### src/rtl/bip_debug_ctrl.sv
// Debug run controller for the BIP processor.
// Holds the processor in reset until a run is requested, lets it execute until
// it halts or a cycle budget runs out, then streams a status frame: status byte,
// cycle count, pc, acc and a dump of the first DUMP_WORDS data-RAM words.
module bip_debug_ctrl #(
  parameter logic [15:0] MAX_CYCLES = 16'd1000,
  parameter int          DUMP_WORDS = 8
) (
  input  logic        clock,
  input  logic        reset,
  input  logic        start,
  input  logic [4:0]  opcode,
  input  logic [10:0] pc,
  input  logic [15:0] acc,
  input  logic [15:0] mem_data,
  input  logic        tx_ready,
  output logic        cpu_rst,
  output logic        cpu_en,
  output logic        mem_rd,
  output logic [10:0] mem_addr,
  output logic [7:0]  tx_data,
  output logic        tx_valid,
  output logic        busy,
  output logic        done
);

  localparam logic [10:0] LAST_IDX  = 11'(DUMP_WORDS - 1);
  localparam logic [7:0]  ST_HALT   = 8'hA5;
  localparam logic [7:0]  ST_TMO    = 8'hE1;
  localparam logic [2:0]  HDR_LAST  = 3'd6;

  typedef enum logic [2:0] {
    S_IDLE,
    S_CLR,
    S_RUN,
    S_SEND_HDR,
    S_MEM_RD,
    S_MEM_WAIT,
    S_SEND_MEM,
    S_FIN
  } state_t;

  state_t      r_state;
  state_t      w_next;

  logic [15:0] r_cnt;
  logic [10:0] r_idx;
  logic [7:0]  r_status;
  logic [10:0] r_pc;
  logic [15:0] r_acc;
  logic [7:0]  r_mem_lo;
  logic [2:0]  r_sel;

  logic        r_cpu_rst;
  logic        r_cpu_en;
  logic        r_mem_rd;
  logic [10:0] r_mem_addr;
  logic [7:0]  r_tx_data;
  logic        r_tx_valid;
  logic        r_busy;
  logic        r_done;

  logic        w_halt;
  logic        w_tmo;
  logic        w_exit;
  logic        w_xfer;
  logic [10:0] w_next_idx;
  logic [7:0]  w_hdr_next;

  // Run-exit detection, handshake and the header byte that follows the current one.
  always_comb begin
    w_halt     = (r_state == S_RUN) && (r_cnt != 16'd0) && (opcode == 5'b00000);
    w_tmo      = (r_state == S_RUN) && (r_cnt == MAX_CYCLES);
    w_exit     = w_halt || w_tmo;
    w_xfer     = r_tx_valid && tx_ready;
    if (r_state == S_SEND_MEM) begin
      w_next_idx = r_idx + 11'd1;
    end else begin
      w_next_idx = r_idx;
    end
    case (r_sel)
      3'd0:    w_hdr_next = r_cnt[15:8];
      3'd1:    w_hdr_next = r_cnt[7:0];
      3'd2:    w_hdr_next = {5'b00000, r_pc[10:8]};
      3'd3:    w_hdr_next = r_pc[7:0];
      3'd4:    w_hdr_next = r_acc[15:8];
      3'd5:    w_hdr_next = r_acc[7:0];
      default: w_hdr_next = 8'h00;
    endcase
  end

  // Next-state logic; start is only honoured in IDLE.
  always_comb begin
    w_next = r_state;
    case (r_state)
      S_IDLE: begin
        if (start) w_next = S_CLR;
        else       w_next = S_IDLE;
      end
      S_CLR: w_next = S_RUN;
      S_RUN: begin
        if (w_exit) w_next = S_SEND_HDR;
        else        w_next = S_RUN;
      end
      S_SEND_HDR: begin
        if (w_xfer && (r_sel == HDR_LAST)) w_next = S_MEM_RD;
        else                               w_next = S_SEND_HDR;
      end
      S_MEM_RD:   w_next = S_MEM_WAIT;
      S_MEM_WAIT: w_next = S_SEND_MEM;
      S_SEND_MEM: begin
        if (w_xfer && (r_sel == 3'd1)) begin
          if (r_idx == LAST_IDX) w_next = S_FIN;
          else                   w_next = S_MEM_RD;
        end else begin
          w_next = S_SEND_MEM;
        end
      end
      S_FIN:   w_next = S_IDLE;
      default: w_next = S_IDLE;
    endcase
  end

  // State register.
  always_ff @(posedge clock) begin
    if (!reset) r_state <= S_IDLE;
    else        r_state <= w_next;
  end

  // Counter, capture registers, byte sequencing and registered control outputs.
  always_ff @(posedge clock) begin
    if (!reset) begin
      r_cnt      <= 16'd0;
      r_idx      <= 11'd0;
      r_status   <= 8'h00;
      r_pc       <= 11'd0;
      r_acc      <= 16'd0;
      r_mem_lo   <= 8'h00;
      r_sel      <= 3'd0;
      r_cpu_rst  <= 1'b1;
      r_cpu_en   <= 1'b0;
      r_mem_rd   <= 1'b0;
      r_mem_addr <= 11'd0;
      r_tx_data  <= 8'h00;
      r_tx_valid <= 1'b0;
      r_busy     <= 1'b0;
      r_done     <= 1'b0;
    end else begin
      r_cpu_rst  <= (w_next == S_IDLE) || (w_next == S_CLR);
      r_cpu_en   <= (w_next == S_RUN);
      r_busy     <= (w_next != S_IDLE);
      r_done     <= (w_next == S_FIN);
      r_mem_rd   <= (w_next == S_MEM_RD);
      r_mem_addr <= (w_next == S_MEM_RD) ? w_next_idx : 11'd0;
      case (r_state)
        S_CLR: begin
          r_cnt <= 16'd0;
          r_idx <= 11'd0;
        end
        S_RUN: begin
          if (w_exit) begin
            // Halt takes priority over a simultaneous timeout.
            r_status   <= w_halt ? ST_HALT : ST_TMO;
            r_tx_data  <= w_halt ? ST_HALT : ST_TMO;
            r_tx_valid <= 1'b1;
            r_pc       <= pc;
            r_acc      <= acc;
            r_sel      <= 3'd0;
          end else begin
            r_cnt <= r_cnt + 16'd1;
          end
        end
        S_SEND_HDR: begin
          if (w_xfer) begin
            if (r_sel == HDR_LAST) begin
              r_tx_valid <= 1'b0;
            end else begin
              r_tx_data <= w_hdr_next;
              r_sel     <= r_sel + 3'd1;
            end
          end
        end
        S_MEM_WAIT: begin
          r_tx_data  <= mem_data[15:8];
          r_mem_lo   <= mem_data[7:0];
          r_tx_valid <= 1'b1;
          r_sel      <= 3'd0;
        end
        S_SEND_MEM: begin
          if (w_xfer) begin
            if (r_sel == 3'd0) begin
              r_tx_data <= r_mem_lo;
              r_sel     <= 3'd1;
            end else begin
              r_tx_valid <= 1'b0;
              if (r_idx != LAST_IDX) r_idx <= r_idx + 11'd1;
            end
          end
        end
        default: begin
        end
      endcase
    end
  end

  // cpu_en is gated by the exit condition so the processor does not step on
  // the cycle the halt or timeout is recognised.
  assign cpu_en   = r_cpu_en && !w_exit;
  assign cpu_rst  = r_cpu_rst;
  assign mem_rd   = r_mem_rd;
  assign mem_addr = r_mem_addr;
  assign tx_data  = r_tx_data;
  assign tx_valid = r_tx_valid;
  assign busy     = r_busy;
  assign done     = r_done;

endmodule

### config.mk
export PLATFORM = sky130hd
export DESIGN_NAME = bip_debug_ctrl
export DESIGN_NICKNAME = d
export VERILOG_FILES = /design/src/rtl/bip_debug_ctrl.sv
export SDC_FILE = /design/constraint.sdc
export NUM_CORES = 1
export LEC_CHECK = 0
export ABC_AREA = 0
export BUFFER_PORTS_ARGS = -buffer_cell sky130_fd_sc_hd__clkbuf_2
export CAP_MARGIN = 10
export CORE_ASPECT_RATIO = 1.25
export CORE_MARGIN = 10
export CORE_UTILIZATION = 45
export CTS_BUF_LIST = sky130_fd_sc_hd__clkbuf_16
export DETAILED_ROUTE_END_ITERATION = 10
export PLACE_DENSITY = 0.62
export SETUP_SLACK_MARGIN = 0.5
export SLEW_MARGIN = 30
export SYNTH_ARGS = -nofsm -noshare
export SYNTH_HDL_FRONTEND = slang
export SYNTH_SLANG_ARGS = --single-unit
### constraint.sdc
create_clock -name clock -period 2.4 [get_ports clock]
set_input_delay 0.48 -clock clock [delete_from_list [all_inputs] [get_ports clock]]
set_output_delay 0.48 -clock clock [all_outputs]
set_load 0.01 [all_outputs]
After elaboration in Yosys (flattened, before gate mapping) --
Cells that the tools add are included.
Word-level totals: flip-flop bits (word level) 93
Operators by class: reduce and logical (&&, ||, !) cells 25, muxes and demuxes 33, equal/unequal tests 29, $add $sub $neg 3
Operators by type and width (count):
- $pmux W8 S6 | 1
- $mux W11 | 4
- $mux W8 | 5
- $pmux W16 S2 | 1
- $pmux W8 S4 | 1
- $eq A3 B3 Y1 const B | 9
- $pmux W3 S8 | 1
- $pmux W11 S2 | 1
- $mux W3 | 7
- $add A16 B1 Y16 const B | 1
- $eq A16 B10 Y1 const B | 1
- $mux W16 | 1
- $reduce_bool A16 Y1 | 1
- $eq A3 B2 Y1 const B | 5
- $ne A2 B2 Y1 const B | 7
- $pmux W3 S4 | 1
- $reduce_and A6 Y1 | 2
- $add A11 B1 Y11 const B | 1
- $eq A11 B3 Y1 const B | 1
- $ne A11 B3 Y1 const B | 1
- $eq A3 B1 Y1 const B | 3
- $logic_not A3 Y1 | 3
- $logic_and A1 B1 Y1 | 7
- $mux W1 | 7
- other kinds (13) | 18

Logic depth before layout (Yosys ltp) --
depth in word-level cells 8, mapped depth 10, depth with buffers taken out 8

Worst setup path after synthesis --
No wires, ideal clock.
path type input port to output port, start point input opcode[1], end point output cpu_en, arrival 1810 ps, stages on the path 7, buffers on the path 2, path slack 110 ps, data required time 1920 ps, path through or4_1 > nor2_1 > and2_1 > buf_6 > o21ai_1 > buf_2 > and2_1
On the way: word-level cells in the longest chain between the ends 5
Ends and longest elaborated chain:
- start: declaration | RTL line 12 | input logic [4:0] opcode,
- $logic_not A5 Y1 | RTL line 72 | w_halt = (r_state == S_RUN) && (r_cnt != 16'd0) && (opcode == 5'b00000);
- $logic_and A1 B1 Y1 | RTL line 72
- $logic_or A1 B1 Y1 | RTL line 74 | w_exit = w_halt || w_tmo;
- $logic_not A1 Y1 | RTL line 208 | assign cpu_en = r_cpu_en && !w_exit;
- $logic_and A1 B1 Y1 | RTL line 208
- end: declaration | RTL line 18 | output logic cpu_en,
No other way between the ends.

Worst setup path in the final report --
start point register r_cnt[1], end point output cpu_en
On the way: word-level cells in the longest chain between the ends 6, elaborated cells between the ends (all ways) 8, those cells by class eq/ne: 1; reduce/logical: 7
Ends and longest elaborated chain:
- start: declaration | RTL line 46 | logic [15:0] r_cnt;
- start signal: assignment | RTL line 170 | r_cnt <= r_cnt + 16'd1;
- $reduce_bool A16 Y1 | RTL line 72
- $logic_and A1 B1 Y1 (2 in a row) | RTL line 72
- $logic_or A1 B1 Y1 (*) | RTL line 74
- $logic_not A1 Y1 (*) | RTL line 208
- $logic_and A1 B1 Y1 (*) | RTL line 208
Every way passes the cells marked *; elsewhere a longest branch is shown, timed or not.

==> qor.csv <==
stage,metric,value,unit
worst_hold_path,hold_class,primary input to flop,
critical_path,crit_top_cell,and2_4,
die,fp-row-count,40,
critical_path,criticalPathCategory,flop to primary output,
critical_path,critical_path.max_fanout,2,
power_and_ir_drop,swShare,23.3,%
sta,skew,0.00463,ns
yosys,post_synth_num_cell_types,60,
critical_path,crit_required,1.92,ns
finish,final_nets,734,
global_routing,grt_pass1_wl,21.6,mm
sta,maxSlewViolCount,0,
yosys,ys_warn_count,0,
yosys,netlist_instances,577,
routing,postRouteAntennaNets,0,
routing,first_pass_iters,5,
yosys,synth_top_area_share,41.1,%
cts,htreeDepth,3,
die,die_area,14500,um2
sta,finalCritPeriodShare,95.7,%
yosys,syn-num-nets,638,
sta,setup-tns-final,0,ns
power_and_ir_drop,leakage,2.23,nW
global_routing,grt_pass1_vias,4477,
power_and_ir_drop,intPower,2.49,mW
global_routing,grt_start_max_net_pins,58,
power_and_ir_drop,power_density,549,nW/um2
routing,via_count,4499,
global_routing,antenna_found_initial,0,
die,io_pins,77,
job,cap_violations,0,
place,dp_hpwl,9.76,mm
power_and_ir_drop,comb_power_share,8.7,%
routing,via_per_inst,5.61,
finish,diodes,0,
die,core_area,9710,um2
critical_path,crit_family,simple AND/OR/NAND/NOR gates,
finish,drive_gt1_share,30.8,%
cts,cts-buffers-inserted,9,
sta,slew_headroom,70.1,%
critical_path,end_kind,primary output,
cts,cts_tree,yes,
yosys,synth_area_leader_cell,dfxtp_1,
die,initial_core_util,46.6,%
cts,numClockSinks,93,
global_routing,grtUsageTotal,18.4,%
routing,route.detailed.drc,0,
cts,cts_hold_buf,0,
routing,post_drt_wl_per_cell,16.8,um
cts,cts_root_buf,clkbuf_16,
cts,clk_pin_slew_worst_paths,0.06,ns
yosys,ys.flop_type,dfxtp_1,
power_and_ir_drop,p_seq_share,48.9,%
yosys,synthTopCellsByArea,"dfxtp_1, nand2_1, a21oi_1",
critical_path,path_buf_inv,2,
yosys,syn_avg_cell_area,7.85,um2
run_status,status,"finished, final reports clean",
sta,max_freq,0.436,GHz
finish,fillers,907,
cts,clk_latency,0.35,ns
finish,area_growth,30.3,%
place,portBuffers,76,
power_and_ir_drop,finalPower,3.24,mW
sta,setup_viol,0,
die,die_y,132,um
global_routing,gr-total-overflow,0,
sta,worst_pin_slew,0.448,ns
yosys,synthArstFlopShare,0,%
critical_path,path_cells,"inv_4, ha_4, nor4b_4, nand4_1, and2_4, o21ai_4, and2_4, clkbuf_8",
critical_path,slowest_delay,0.35,ns
critical_path,worstPathArrival,1.82,ns
sta,rsz0062_at_grt,true,
yosys,netlist_area,4530,um2
yosys,synth-edff-count,0,
critical_path,slowest_stage,dfxtp_4,
place,gp_congestion,0.859,
sta,fin_crit,2.30,ns
die,chipWidth,110,um
sta,hold_viol_final,0,
yosys,seq_area_frac_synth,41.1,%
power_and_ir_drop,ir_worst_vdd,373,uV
cts,clock_path_buffers,2,
power_and_ir_drop,clock_power_share,42.4,%
routing,drt_iter0_markers,211,
critical_path,cp-start-kind,flop,
yosys,synth-seq-cells,93,
routing,routed_wl,13.5,mm
power_and_ir_drop,switchingPower,0.754,mW
==> cells in the final DEF (no fill, tap or decap), types with 4 or more instances in the layout <==
master     Yosys  routed
inv_1         12       9
a21oi_1       66      64
dfxtp_4        0       5
a211oi_1       5       4
o21ai_0       29      23
nand4_1        9       9
a222oi_1       8       8
ha_1           9       4
buf_4          0      39
clkbuf_2       0      75
or2_2          5       5
o21ai_1        1       4
dfxtp_1       93      81
xnor2_1        9       8
nand2b_1       7       6
nand3_1       15      15
a22oi_1        7       7
nand2_1      104     104
xor2_1        13      13
nor4_1         7       4
nor3_1         5       4
and3_1         6       4
nor2_1        55      51
clkbuf_16      0       9
buf_12         0       5
dfxtp_2        0       7
==> power groups by stage <==
| stage | Sequential [mW] | Combinational, mW | Clock [mW] |
|---|---|---|---|
| global placement | 1.62 | 0.240 | 0 |
| finish | 1.58 | 0.283 | 1.37 |
| detailed placement | 1.62 | 0.242 | 0 |
| CTS | 1.58 | 0.272 | 1.40 |
| global route | 1.59 | 0.310 | 1.47 |
| floorplan | 1.62 | 0.127 | 0 |
==> tightest hold or removal path, cell delays in order <==
cell and delay (ns):
clkbuf_2 0.08, nand2_1 0.04, a21oi_1 0.05
==> cells by family after synthesis <==
logic type | share of synthesized area [%]
xor gates and xnor gates | 4.25
buffers and inverters | 4.83
AOI/OAI and AO/OA | 20.6
adders and majority gates | 2.49
muxes | 1.19
and+or+nand+nor | 25.5
DFF | 41.1
==> worst paths after layout <==
check	start	end	slack, ns	cells after the start
setup / recovery	r_cnt[1]	cpu_en	0.10	8
hold / removal	acc[3]	r_acc[3]	0.35	3
setup reg to reg	r_cnt[1]	mem_addr[1]	0.33	10
hold reg to reg	r_mem_lo[0]	r_mem_lo[0]	0.45	2
==> synthesized netlist by cell type (2+ instances only) <==
cell and count:
nor3b_1 2, and4_1 5, a22oi_1 7, inv_1 12, nor3_1 5, nand2b_1 7, o211ai_1 2, buf_2 10
ha_1 9, a222oi_1 8, xor2_1 13, nor4_1 7, or3_1 3, clkbuf_1 28, or2_2 5, mux2_2 3
o21a_1 3, o21ai_0 29, and3_1 6, mux2i_1 2, and2_1 4, a221oi_1 4, or4_1 3, a31oi_1 4
nand4_1 9, o32ai_1 2, xnor2_1 9, a41oi_1 2, nand4b_1 2, nor2b_1 6, a21oi_1 66, nand2_1 104
a211oi_1 5, o31ai_1 3, nor2_1 55, dfxtp_1 93, nand3_1 15, a21o_1 2, o22ai_1 2
==> flip-flops by register name, summed over array words and instances, names as in the netlist <==
register and count:
mem_rd 1, r_pc 11, tx_valid 1, cpu_rst 1, r_acc 16, mem_addr 11, r_idx 11, r_mem_lo 8
r_sel 3, done 1, r_cnt 16, busy 1, r_state 3, r_cpu_en 1, tx_data 8
==> per-layer routing <==
metal / up-vias / routed length, um / GRT usage [%]
li1: 2225 / - / -
met1: 2114 / 5420 / 20.8
met2: 134 / 7050 / 32.0
met3: 26 / 658 / 4.31
met4: 0 / 347 / 7.25
met5: - / 0 / 0
==> layout make-up <==
type	instances	area [um2]	share of cell area, %
multi-input combinational	432	2690	45.6
tap	126	158	2.67
clock buffer	9	225	3.82
inverter	13	53.8	0.911
clock inverter	5	53.8	0.911
sequential	93	1890	32.0
timing repair buffer	124	831	14.1
==> stage by stage <==
step	util [%]	instances	hold WS, ns	cell area, um2	worst slack (ns)
detailed placement	54.2	771	0.447	5260	0.152
global route	60.8	802	0.350	5900	0.0298
CTS	59.3	796	0.348	5760	0.0826
global placement	54.2	771	0.446	5260	0.165
finish	60.8	802	0.348	5900	0.104
floorplan	-	577	0.433	4620	0.213
==> timing repair <==
item	CTS	global route
pin swaps	20	10
gates cloned	1	0
gates resized for setup	43	29
setup buffers	10	6
setup endpoints to repair	74	84
Power figures use the tool's default switching activity.
